==> config.mk <==
export PLATFORM = sky130hd
export DESIGN_NAME = truth_table_sequencer_flat
export DESIGN_NICKNAME = d
export VERILOG_FILES = /design/src/rtl/truth_table_sequencer_pkg.sv /design/src/rtl/truth_table_sequencer_if.sv /design/src/rtl/truth_table_sequencer_settle_counter.sv /design/src/rtl/truth_table_sequencer.sv /design/src/flat_wrapper.sv
export SDC_FILE = /design/constraint.sdc
export NUM_CORES = 1
export LEC_CHECK = 0
export BUFFER_PORTS_ARGS = -buffer_cell sky130_fd_sc_hd__buf_2
export CORE_MARGIN = 1
export CORE_UTILIZATION = 57
export DETAILED_ROUTE_END_ITERATION = 12
export PLACE_DENSITY = 0.92
export SLEW_MARGIN = 20
export SYNTH_ARGS = -nofsm -noshare
export SYNTH_HDL_FRONTEND = slang
export SYNTH_SLANG_ARGS = --single-unit
export TNS_END_PERCENT = 1
==> constraint.sdc <==
create_clock -name clk -period 2.52 [get_ports clk]
set_input_delay 0.126 -clock clk [delete_from_list [all_inputs] [get_ports clk]]
set_output_delay 0.126 -clock clk [all_outputs]
set_load 0.1 [all_outputs]
==> src/rtl/truth_table_sequencer_pkg.sv <==
// Shared types and constants for the truth-table sequencer: FSM encoding,
// vector count/index width and the settle counter width.
package truth_table_pkg;

    typedef enum logic [1:0] {
        ST_IDLE   = 2'd0,
        ST_DRIVE  = 2'd1,
        ST_SAMPLE = 2'd2,
        ST_DONE   = 2'd3
    } state_t;

    localparam int N_VECTORS = 8;
    localparam int INDEX_W   = 3;
    localparam int CNT_W     = 4;

    localparam logic [INDEX_W-1:0] LAST_INDEX = INDEX_W'(N_VECTORS - 1);

endpackage

==> src/rtl/truth_table_sequencer_if.sv <==
// Signal bundle between the sequencer (master) and the function under test
// plus the controlling agent (slave).
interface truth_table_sequencer_if;
    import truth_table_pkg::*;

    // Handshake: start is a level request sampled only in IDLE; done pulses for
    // one cycle when mismatch/error_count/pass are final, and those results hold
    // until the next accepted start. Keeping start high through a whole scan and
    // its DONE cycle chains the next scan with no idle gap.
    logic                 start;
    logic                 F;
    logic                 A;
    logic                 B;
    logic                 C;
    logic                 busy;
    logic                 done;
    logic [7:0]           mismatch;
    logic [3:0]           error_count;
    logic                 pass;
    state_t               dbg_state;
    logic [CNT_W-1:0]     dbg_settle;

    modport master (
        input  start, F,
        output A, B, C, busy, done, mismatch, error_count, pass,
               dbg_state, dbg_settle
    );

    modport slave (
        output start, F,
        input  A, B, C, busy, done, mismatch, error_count, pass,
               dbg_state, dbg_settle
    );

endinterface

==> src/rtl/truth_table_sequencer_settle_counter.sv <==
// Counts how long the current vector has been driven; last flags the final
// settle cycle so the FSM can move to SAMPLE.
module settle_counter
    import truth_table_pkg::*;
#(
    parameter int SETTLE_CYCLES = 2
) (
    input  logic             clk,
    input  logic             reset,
    input  logic             clear,
    input  logic             en,
    output logic [CNT_W-1:0] count,
    output logic             last
);

    localparam logic [CNT_W-1:0] LAST_VAL = CNT_W'(SETTLE_CYCLES - 1);

    logic [CNT_W-1:0] count_q;
    logic [CNT_W-1:0] count_d;

    always_comb begin
        count_d = count_q;
        if (clear) begin
            count_d = '0;
        end else if (en) begin
            count_d = count_q + CNT_W'(1);
        end
    end

    always_ff @(posedge clk or posedge reset) begin
        if (reset) begin
            count_q <= '0;
        end else begin
            count_q <= count_d;
        end
    end

    assign count = count_q;
    assign last  = (count_q == LAST_VAL);

endmodule

==> src/rtl/truth_table_sequencer.sv <==
// Walks all 8 input vectors of a 3-input function, holds each for SETTLE_CYCLES,
// samples F and records per-vector mismatches against EXPECTED.
module truth_table_sequencer
    import truth_table_pkg::*;
#(
    parameter logic [7:0] EXPECTED      = 8'b0000_0000,
    parameter int         SETTLE_CYCLES = 2
) (
    input  logic                     clk,
    input  logic                     reset,
    truth_table_sequencer_if.master  bus
);

    state_t               state_q, state_d;
    logic [INDEX_W-1:0]   index_q, index_d;
    logic [7:0]           mismatch_q, mismatch_d;
    logic [3:0]           err_q, err_d;
    logic                 pass_q, pass_d;
    logic                 hold_q, hold_d;

    logic                 settle_en;
    logic                 settle_clear;
    logic                 settle_last;
    logic [CNT_W-1:0]     settle_count;

    logic                 accept;
    logic                 miss_bit;
    logic [3:0]           err_next;
    logic                 busy_w;

    // Counter only runs while a vector settles; any other state parks it at 0.
    assign settle_en    = (state_q == ST_DRIVE);
    assign settle_clear = !settle_en;

    settle_counter #(
        .SETTLE_CYCLES (SETTLE_CYCLES)
    ) u_settle (
        .clk   (clk),
        .reset (reset),
        .clear (settle_clear),
        .en    (settle_en),
        .count (settle_count),
        .last  (settle_last)
    );

    // In DONE, start only chains a new scan if it has stayed high since the
    // current scan was accepted; a fresh pulse landing on DONE is ignored.
    assign accept   = bus.start && ((state_q == ST_IDLE) ||
                                    ((state_q == ST_DONE) && hold_q));
    assign miss_bit = (bus.F != EXPECTED[index_q]);
    assign err_next = err_q + {3'b000, miss_bit};

    always_ff @(posedge clk or posedge reset) begin
        if (reset) begin
            state_q <= ST_IDLE;
        end else begin
            state_q <= state_d;
        end
    end

    always_comb begin
        state_d = state_q;
        unique case (state_q)
            ST_IDLE:   if (accept) state_d = ST_DRIVE;
            ST_DRIVE:  if (settle_last) state_d = ST_SAMPLE;
            ST_SAMPLE: state_d = (index_q == LAST_INDEX) ? ST_DONE : ST_DRIVE;
            ST_DONE:   state_d = accept ? ST_DRIVE : ST_IDLE;
            default:   state_d = ST_IDLE;
        endcase
    end

    always_comb begin
        index_d    = index_q;
        mismatch_d = mismatch_q;
        err_d      = err_q;
        pass_d     = pass_q;
        hold_d     = hold_q && bus.start;
        if (accept) begin
            index_d    = '0;
            mismatch_d = '0;
            err_d      = '0;
            pass_d     = 1'b0;
            hold_d     = 1'b1;
        end else if (state_q == ST_SAMPLE) begin
            mismatch_d[index_q] = miss_bit;
            err_d               = err_next;
            if (index_q == LAST_INDEX) begin
                pass_d = (err_next == 4'd0);
            end else begin
                index_d = index_q + INDEX_W'(1);
            end
        end
    end

    always_ff @(posedge clk or posedge reset) begin
        if (reset) begin
            index_q    <= '0;
            mismatch_q <= '0;
            err_q      <= '0;
            pass_q     <= 1'b0;
            hold_q     <= 1'b0;
        end else begin
            index_q    <= index_d;
            mismatch_q <= mismatch_d;
            err_q      <= err_d;
            pass_q     <= pass_d;
            hold_q     <= hold_d;
        end
    end

    // Outputs come from registers only, so F never reaches them combinationally.
    always_comb begin
        busy_w = (state_q == ST_DRIVE) || (state_q == ST_SAMPLE);
        bus.busy        = busy_w;
        bus.done        = (state_q == ST_DONE);
        {bus.A, bus.B, bus.C} = busy_w ? index_q : '0;
        bus.mismatch    = mismatch_q;
        bus.error_count = err_q;
        bus.pass        = pass_q;
        bus.dbg_state   = state_q;
        bus.dbg_settle  = settle_count;
    end

endmodule

==> src/flat_wrapper.sv <==
// flat-port wrapper written by rule: the top's interface ports become plain ports
module truth_table_sequencer_flat import truth_table_pkg::*;
#(
    parameter logic [7:0] EXPECTED      = 8'b0000_0000,
    parameter int         SETTLE_CYCLES = 2
)
  (clk, reset, bus_start, bus_F, bus_A, bus_B, bus_C, bus_busy, bus_done, bus_mismatch, bus_error_count, bus_pass, bus_dbg_state, bus_dbg_settle);
  truth_table_sequencer_if bus_i ();
  input  logic clk;
  input  logic reset;
  input wire logic [$bits(bus_i.start)-1:0] bus_start;
  input wire logic [$bits(bus_i.F)-1:0] bus_F;
  output wire logic [$bits(bus_i.A)-1:0] bus_A;
  output wire logic [$bits(bus_i.B)-1:0] bus_B;
  output wire logic [$bits(bus_i.C)-1:0] bus_C;
  output wire logic [$bits(bus_i.busy)-1:0] bus_busy;
  output wire logic [$bits(bus_i.done)-1:0] bus_done;
  output wire logic [$bits(bus_i.mismatch)-1:0] bus_mismatch;
  output wire logic [$bits(bus_i.error_count)-1:0] bus_error_count;
  output wire logic [$bits(bus_i.pass)-1:0] bus_pass;
  output wire logic [$bits(bus_i.dbg_state)-1:0] bus_dbg_state;
  output wire logic [$bits(bus_i.dbg_settle)-1:0] bus_dbg_settle;
  assign bus_i.start = bus_start;
  assign bus_i.F = bus_F;
  assign bus_A = bus_i.A;
  assign bus_B = bus_i.B;
  assign bus_C = bus_i.C;
  assign bus_busy = bus_i.busy;
  assign bus_done = bus_i.done;
  assign bus_mismatch = bus_i.mismatch;
  assign bus_error_count = bus_i.error_count;
  assign bus_pass = bus_i.pass;
  assign bus_dbg_state = bus_i.dbg_state;
  assign bus_dbg_settle = bus_i.dbg_settle;
  truth_table_sequencer #(.EXPECTED(EXPECTED), .SETTLE_CYCLES(SETTLE_CYCLES)) u_core (.clk(clk), .reset(reset), .bus(bus_i));
endmodule
==> impl_metrics.toml, run 1 <==
[timing]
finClkSkew_ns = 0.00239
fmax_mhz = 505
rsz0062_at_grt = "no"
hold_viol_final = 23
fin_crit_ns = 1.98
finalSetupViolCount = 0
finalMaxSlewViolations = 0
tightest_slew_ns = 0.866
holdWs_ns = -0.0318
slew_headroom_pct = 42.2
fin_crit_sh_pct = 78.6

[run_status]
violations = "negative hold slack"
status = "finished with violations"

[clock_network]
clock_latency_ns = 0.31
clk_pin_slew_ns = 0.12
cts_max_level = 1
postCtsHoldBufs = 0
numCtsBuffers = 3
cts-root-buf = "clkbuf_4"
postCtsSetupRepairBufs = 0
cts_buffer_depth = 2
postCtsResizedCells = 0
cts_sinks = 23
cts_tree = "done"

[synthesis]
synth_top_family_by_area = "simple AND/OR/NAND/NOR gates"
synth_nets = 132
synthTopCellsByArea = "dfrtp_1 45%, ha_1 11%, mux2i_1 9.4%"
synth_xor_area_share_pct = 4.11
ys_seq_elements = 23
synth_top_area_share_pct = 45.0
synthSimpleGateAreaFrac_pct = 20.0
synthMuxAreaShare_pct = 9.38
ys_warn_count = 0
async_reset_ff_share_pct = 100
synth_edf_count = 0
synth-main-ff-cell = "dfrtp_1"
yosysTopAreaCell = "dfrtp_1"
avgSynthCellArea_um2 = 10.9
synth_cell_types = 29
syn_area_um2 = 1280
syn-instance-count = 117
synthAdderAreaFrac_pct = 10.8
seq_area_frac_synth_pct = 45.0
synth_compound_area_share_pct = 7.04

[critical_path]
crit_path_start_kind = "flop"
cp_cell_sequence = "inv_1 -> ha_1 -> nor4bb_1 -> mux2i_1 -> nor2_1"
critPathKind = "flop to flop"
cp_max_fo = 16
cp.arrival_ns = 2.19
required_ns = 2.73
crit_slowest_cell = "ha_1"
cp-end-kind = "flop"
cpPeakStageDelay_ns = 0.54

[finish]
layout.nets = 158
syn2layout_area_growth_pct = 14.0
layout_commonest_cell = "buf_2"
layout_common_cells = "27 x buf_2, 23 x dfrtp_1, 16 x nor2_1"
drive_above_1_share_pct = 28.2
diodes = 0

[route]
drtIter0Drc = 30
avgRoutedWirePerCell_um = 14.0
vias = 962
ant_nets = 0
vias_per_cell = 5.69
totalWireLength_mm = 2.37
drc_errors = 0
dr.pass1.iters = 4

[floorplanning]
row_count = 16
die_width_um = 49.4
start_util_pct = 62.7
dieArea_um2 = 2440
core_area_um2 = 2040
io_pins = 28
die_height_um = 49.4

[place]
place_congestion = 0.730
io_buffer_count = 27
dp_hpwl_mm = 1.64

[grt]
grt_pass1_wl_mm = 4.10
grt-ovfl-total = 0
antenna_found_initial = 0
grt_pass1_vias = 888
grt_max_degree = 24
grt_usage_pct = 22.3

[worst_hold_path]
hold_path.class = "input port to async pin"

[flow_run]
cap_violations = 0
metal layers:
metal	track usage [%]	up-vias	share of wire, %
li1	-	456	-
met1	30.4	470	47
met2	35.6	32	47
met3	3.43	4	5.0
met4	8.57	0	1.2
met5	0	-	0
stage by stage:
step	cells	TNS (ns)	instance area, um^2	utilization (%)	worst slack (ns)
after floorplan	117	-0.286	1290	-	-0.0953
after global placement	165	0	1430	70.2	0.696
after detailed placement	165	0	1430	70.2	0.562
after CTS	169	0	1460	71.4	0.522
after global routing	169	0	1460	71.4	0.398
final	169	0	1460	71.4	0.539
critical path: cells and delay by family, from the launching register on:
kind / cells / cell delay (ns)
fa+ha+maj: 1 / 0.54
buf+inv: 1 / 0.15
flops: 1 / 0.45
mux: 1 / 0.24
simple gates: 2 / 0.51
cell usage after synthesis (all sizes together) (4+ instances only):
library cell / instances
nor2b: 5
buf: 5
and2: 5
nand2: 4
dfrtp: 23
nor4bb: 4
inv: 4
mux2i: 12
ha: 11
nor2: 16
final cells by class:
type,count,area (um^2)
clock buffers,4,26.3
fillers,160,583
inverters,4,15.0
multi-input cells,83,666
flip-flops and latches,23,576
well taps,27,33.8
repair buffers,28,143
final timing paths:
kind | from | endpoint | slack, ns | cells after the start
setup / recovery | u_core.bus.dbg_state[0] | u_core.bus.mismatch[4] | 0.54 | 5
hold / removal | reset | u_core.bus.pass | -0.03 | 2
setup reg to reg | u_core.bus.dbg_state[0] | u_core.bus.mismatch[4] | 0.54 | 5
hold reg to reg | u_core.u_settle.count[0] | u_core.u_settle.count[0] | 0.51 | 1
max in group asynchronous | reset | u_core.bus.mismatch[5] | 2.02 | 2
min in group clk | bus_start | u_core.hold_q | 0.07 | 2
cells by family (layout without fill, tap and decap cells):
logic type | Yosys count | count (layout)
compound gates | 11 | 11
xor+xnor | 6 | 6
fa+ha+maj | 11 | 11
mux | 12 | 12
buf+inv | 11 | 36
simple gates | 43 | 43
flops | 23 | 23
state kept, by name, indices dropped and copies added, names as in the netlist:
register and count:
u_core.bus.mismatch 8, u_core.bus.error_count 4, u_core.u_settle.count 4, u_core.index_q 3, u_core.bus.dbg_state 2, u_core.bus.pass 1
u_core.hold_q 1
Power of run 1 is left out: the tool's default activity adds up to more than one toggle a clock period on the data nets, which glitch-free logic cannot reach.
==> run 2: changes to the inputs <==
--- a/config.mk
+++ b/config.mk
@@ -5,11 +5,12 @@
 export SDC_FILE = /design/constraint.sdc
 export NUM_CORES = 1
 export LEC_CHECK = 0
+export ABC_AREA = 1
 export BUFFER_PORTS_ARGS = -buffer_cell sky130_fd_sc_hd__buf_2
 export CORE_MARGIN = 1
-export CORE_UTILIZATION = 57
+export CORE_UTILIZATION = 53
 export DETAILED_ROUTE_END_ITERATION = 12
-export PLACE_DENSITY = 0.92
+export PLACE_DENSITY = 0.87
 export SLEW_MARGIN = 20
 export SYNTH_ARGS = -nofsm -noshare
 export SYNTH_HDL_FRONTEND = slang
==> constraint.sdc (replaced) <==
create_clock -name clk -period 1.85 [get_ports clk]
set_input_delay 0.0925 -clock clk [delete_from_list [all_inputs] [get_ports clk]]
set_output_delay 0.0925 -clock clk [all_outputs]
set_load 0.1 [all_outputs]
==> run 2 against run 1 <==
The flow now finishes without violations. Critical path depth is the same. Core utilization shrank 3.5 points. Register-to-register slack lost 0.30 ns. Design area grew 3.9%. Cell count grew 30%. Setup slack lost 0.44 ns. Synthesized cell count grew 37%. Synthesized area shrank 1.1%. Sequential cell count is the same. Hold slack gained 0.074 ns. Count of clock-buffer cells in the layout shrank 1.
==> impl_metrics.toml, run 2 <==
[route]
avgRoutedWirePerCell_um = 11.9
totalWireLength_mm = 2.62
drc_errors = 0
vias = 1148
vias_per_cell = 5.22
ant_nets = 0
dr.pass1.iters = 4
drtIter0Drc = 24

[timing]
finalSetupViolCount = 0
finalMaxSlewViolations = 0
finClkSkew_ns = 0.00478
holdWs_ns = 0.0423
fmax_mhz = 571
slew_headroom_pct = 61.5
rsz0062_at_grt = "no"
fin_crit_sh_pct = 94.7
tightest_slew_ns = 0.577
hold_viol_final = 0
fin_crit_ns = 1.75

[critical_path]
cp_cell_sequence = "inv_1 -> ha_4 -> nand2_1 -> clkinvlp_4 -> buf_4"
crit_path_start_kind = "flop"
cp_max_fo = 6
critPathKind = "flop to primary output"
cp.arrival_ns = 1.66
required_ns = 1.76
rr_startpoint = "u_core.bus.error_count[0]"
crit_slowest_cell = "dfrtp_2"
r2r_end = "u_core.bus.pass"
cpPeakStageDelay_ns = 0.46
cp-end-kind = "primary output"
reg2reg_depth = 6
r2r_slack_ns = 0.24

[grt]
grt_pass1_wl_mm = 4.69
grt_pass1_vias = 1082
grt_max_degree = 17
grt-ovfl-total = 0
grt_usage_pct = 24.6
antenna_found_initial = 0

[synthesis]
synth_commonest_cells = "53 x nand2_1, 23 x dfrtp_1, 19 x inv_1, 15 x a21oi_1, 13 x nand3_1"
ys_warn_count = 0
synth_edf_count = 0
syn-instance-count = 160
synth_cell_types = 19
yosysMostFrequentCell = "nand2_1"
avgSynthCellArea_um2 = 7.91
synthTopCellsByArea = "dfrtp_1 45%, nand2_1 16%, ha_1 11%"
synth_nets = 175
async_reset_ff_share_pct = 100
yosysTopAreaCell = "dfrtp_1"
ys_seq_elements = 23
synth_top_area_share_pct = 45.5
syn_area_um2 = 1270
synth-main-ff-cell = "dfrtp_1"
seq_area_frac_synth_pct = 45.5

[clock_network]
clock_latency_ns = 0.32
cts-root-buf = "clkbuf_4"
postCtsSetupRepairBufs = 0
cts_max_level = 1
cts_sinks = 23
cts_tree = "done"
clk_pin_slew_ns = 0.12
numCtsBuffers = 3
cts_buffer_depth = 2

[place]
dp_hpwl_mm = 1.99
place_inst = 215
placed_area_um2 = 1470
io_buffer_count = 27
place_congestion = 0.800

[finish]
layout.nets = 208
layout_common_cells = "53 x nand2_1, 24 x buf_2, 20 x dfrtp_1"
drive_above_1_share_pct = 23.4
fin_cells = 220
final_area_um2 = 1520
fin_util_pct = 67.9
largest_reg_flops = 8
syn2layout_area_growth_pct = 19.8
fillers = 178
layout_commonest_cell = "nand2_1"
diodes = 0

[floorplanning]
row_count = 17
die_width_um = 50.9
start_util_pct = 56.7
core_area_um2 = 2230
io_pins = 28
die_height_um = 50.9
dieArea_um2 = 2590

[worst_hold_path]
holdPathEnd = "u_core.hold_q"
worstHoldPathCells = 3
hold_path.class = "input port to flop"
holdCritStartpoint = "bus_start"

[run_status]
status = "completed"

[flow_run]
cap_violations = 0
run 2: changes by cell type in the layout (fill, tap and decap cells not counted), moves of 4 or more:
| cell | change |
|---|---|
| nor4bb_1 | -4 |
| nand3_1 | +12 |
| buf_4 | +4 |
| mux2i_1 | -12 |
| a21oi_1 | +13 |
| nand2_1 | +49 |
| inv_1 | +12 |
| nor2b_1 | -5 |
| nor2_1 | -4 |
run 2: area by class of cell:
class                           count  area, um^2  share of cell area [%]
Inverter                           20        86.3                    5.69
Clock inverter                      1        5.00                   0.330
Multi-Input combinational cell    115         621                    40.9
Tap cell                           28        35.0                    2.31
Timing Repair Buffer               30         168                    11.1
Sequential cell                    23         579                    38.2
Clock buffer                        3        22.5                    1.49
run 2: per-layer routing:
layer | vias up | GRT usage, % | share of wire (%)
met2 | 42 | 41.6 | 50
li1 | 566 | - | -
met4 | 0 | 12.0 | 2.3
met5 | - | 0 | 0
met3 | 7 | 2.68 | 4.5
met1 | 533 | 31.4 | 43
run 2: logic make-up (layout without fill, tap and decap cells):
family	count (synthesis)	count (layout)	share of synthesized area (%)
flops	23	23	45.5
fa+ha+maj	11	11	10.9
simple gates	84	84	28.3
buf+inv	22	54	6.72
compound gates	18	18	7.31
xor+xnor	2	2	1.38
run 2: what timing repair did:
action,4_1_cts,5_1_grt
hold buffers,1,0
gates resized for setup,3,0
hold endpoints to repair,15,0
endpoints found under the setup margin,3,0
run 2: worst max-delay path by stage:
stage                     slack, ns  depth (start not counted)                      start                     end
after floorplan               -0.17                          5    u_core.bus.dbg_state[0]  u_core.bus.mismatch[7]
after global placement         0.30                          6  u_core.bus.error_count[0]         u_core.bus.pass
after detailed placement       0.27                          6  u_core.bus.error_count[0]         u_core.bus.pass
after CTS                      0.08                          5    u_core.bus.dbg_state[1]                   bus_B
after global routing          0.005                          5    u_core.bus.dbg_state[1]                   bus_B
final                           0.1                          5    u_core.bus.dbg_state[1]                   bus_B
run 2: critical path, delay by kind of cell, from the launching register on:
family,cells,cell delay (ns)
adders and majority gates,1,0.25
buffers and inverters,3,0.52
and+or+nand+nor,1,0.12
DFF,1,0.46
run 2: metrics by stage:
step,setup TNS (ns),worst slack (ns)
finish,0,0.0989
global route,0,0.00514
CTS,0,0.0838
detailed placement,0,0.271
global placement,0,0.298
floorplan,-2.26,-0.168
Power of run 2 is left out for the same reason.
==> run 3: changes to the inputs <==
==> constraint.sdc (replaced) <==
create_clock -name clk -period 1.7 [get_ports clk]
set_input_delay 0.17 -clock clk [delete_from_list [all_inputs] [get_ports clk]]
set_output_delay 0.17 -clock clk [all_outputs]
set_load 0.1 [all_outputs]
==> run 3 against run 2 <==
Die area did not move. Cell count rose by 0.91%. Critical path depth did not move. Via count fell by 0.35%.
==> impl_metrics.toml, run 3 (synthesis results as in run 2) <==
[flow_run]
cap_violations = 0

[timing]
fin_crit_ns = 1.68
holdWs_ns = 0.109
hold_viol_final = 0
finalSetupViolCount = 0
finalMaxSlewViolations = 0
slew_headroom_pct = 67.4
rsz0062_at_grt = "yes"
fin_crit_sh_pct = 99.1
fmax_mhz = 594
fin_setup_tns_ns = 0
finClkSkew_ns = 0.00363
tightest_slew_ns = 0.493

[route]
dr.pass1.iters = 4
drc_errors = 0
vias_per_cell = 5.15
avgRoutedWirePerCell_um = 12.2
drtIter0Drc = 13
ant_nets = 0
vias = 1144
totalWireLength_mm = 2.71

[critical_path]
critPathKind = "flop to primary output"
cp-end-kind = "primary output"
cpPeakStageDelay_ns = 0.52
crit_slowest_cell = "dfrtp_4"
path_buf_inv = 3
crit_family = "flip-flops"
crit_path_start_kind = "flop"
cp_max_fo = 6
required_ns = 1.53
cp_cell_sequence = "inv_6 -> ha_4 -> nand2_2 -> clkinvlp_4 -> buf_12"
cp.arrival_ns = 1.51

[place]
place_congestion = 0.792
dp_hpwl_mm = 2.06
io_buffer_count = 27

[floorplanning]
core_area_um2 = 2230
start_util_pct = 56.7
row_count = 17
io_pins = 28
die_width_um = 50.9
dieArea_um2 = 2590
die_height_um = 50.9

[clock_network]
cts_sinks = 23
clk_pin_slew_ns = 0.12
cts_buffer_depth = 2
numCtsBuffers = 3
cts_tree = "done"
cts-root-buf = "clkbuf_4"
cts_max_level = 1
clock_latency_ns = 0.32

[grt]
grt_pass1_vias = 1073
grt_usage_pct = 25.2
grt_pass1_wl_mm = 4.72
grt_max_degree = 24
grt-ovfl-total = 0
antenna_found_initial = 0

[worst_hold_path]
hold_path.class = "input port to flop"

[finish]
drive_above_1_share_pct = 27.8
layout_commonest_cell = "nand2_1"
syn2layout_area_growth_pct = 28.0
layout.nets = 210
fin_util_pct = 72.5
layout_common_cells = "50 x nand2_1, 22 x buf_2, 19 x dfrtp_1"
diodes = 0
largest_reg_flops = 8

[run_status]
status = "completed"
## run 3: worst min-delay path: cells and delay by family
family / cells / cell delay (ns)
buffers and inverters: 1 / 0.10
AND/OR/NAND/NOR: 2 / 0.12
## run 3: path summary, 6_finish.rpt
path	endpoint	start	slack [ns]	depth (start not counted)
hold / removal	u_core.hold_q	bus_start	0.11	3
max in group asynchronous	u_core.bus.dbg_state[0]	reset	1.03	4
setup / recovery	bus_B	u_core.bus.dbg_state[1]	0.02	5
min in group asynchronous	u_core.bus.mismatch[1]	reset	0.41	4
hold reg to reg	u_core.u_settle.count[0]	u_core.u_settle.count[0]	0.51	1
setup reg to reg	u_core.bus.pass	u_core.bus.error_count[0]	0.09	6
## run 3: final cells by class
class	instances	area [um^2]
clock buffer	4	26.3
fill	183	613
inverter	20	91.3
multi-input combinational	115	644
sequential	23	586
tap	28	35.0
timing repair buffer	32	238
## run 3: what timing repair did
action	in CTS	in global routing
setup buffers	2	0
gates resized for setup	4	4
endpoints found under the setup margin	3	5
hold buffers	1	0
endpoints found under the hold margin	23	0
cloned	0	0
## run 3: stage by stage
stage | area (um^2) | worst slack (ns) | instances
4_1_cts | 1610 | 0.000882 | 222
5_1_grt | 1620 | -0.0300 | 222
3_3_place_gp | 1550 | 0.152 | 215
6_report | 1620 | 0.0158 | 222
3_5_place_dp | 1550 | 0.113 | 215
2_1_floorplan | 1310 | -0.188 | 160
## run 3: metal layers
metal	track usage (%)	up-vias	routed length, um
li1	-	573	-
met2	41.1	30	1380
met5	0	-	0
met4	14.8	0	64
met1	30.4	534	1150
met3	5.65	7	111
Power of run 3 is left out for the same reason.
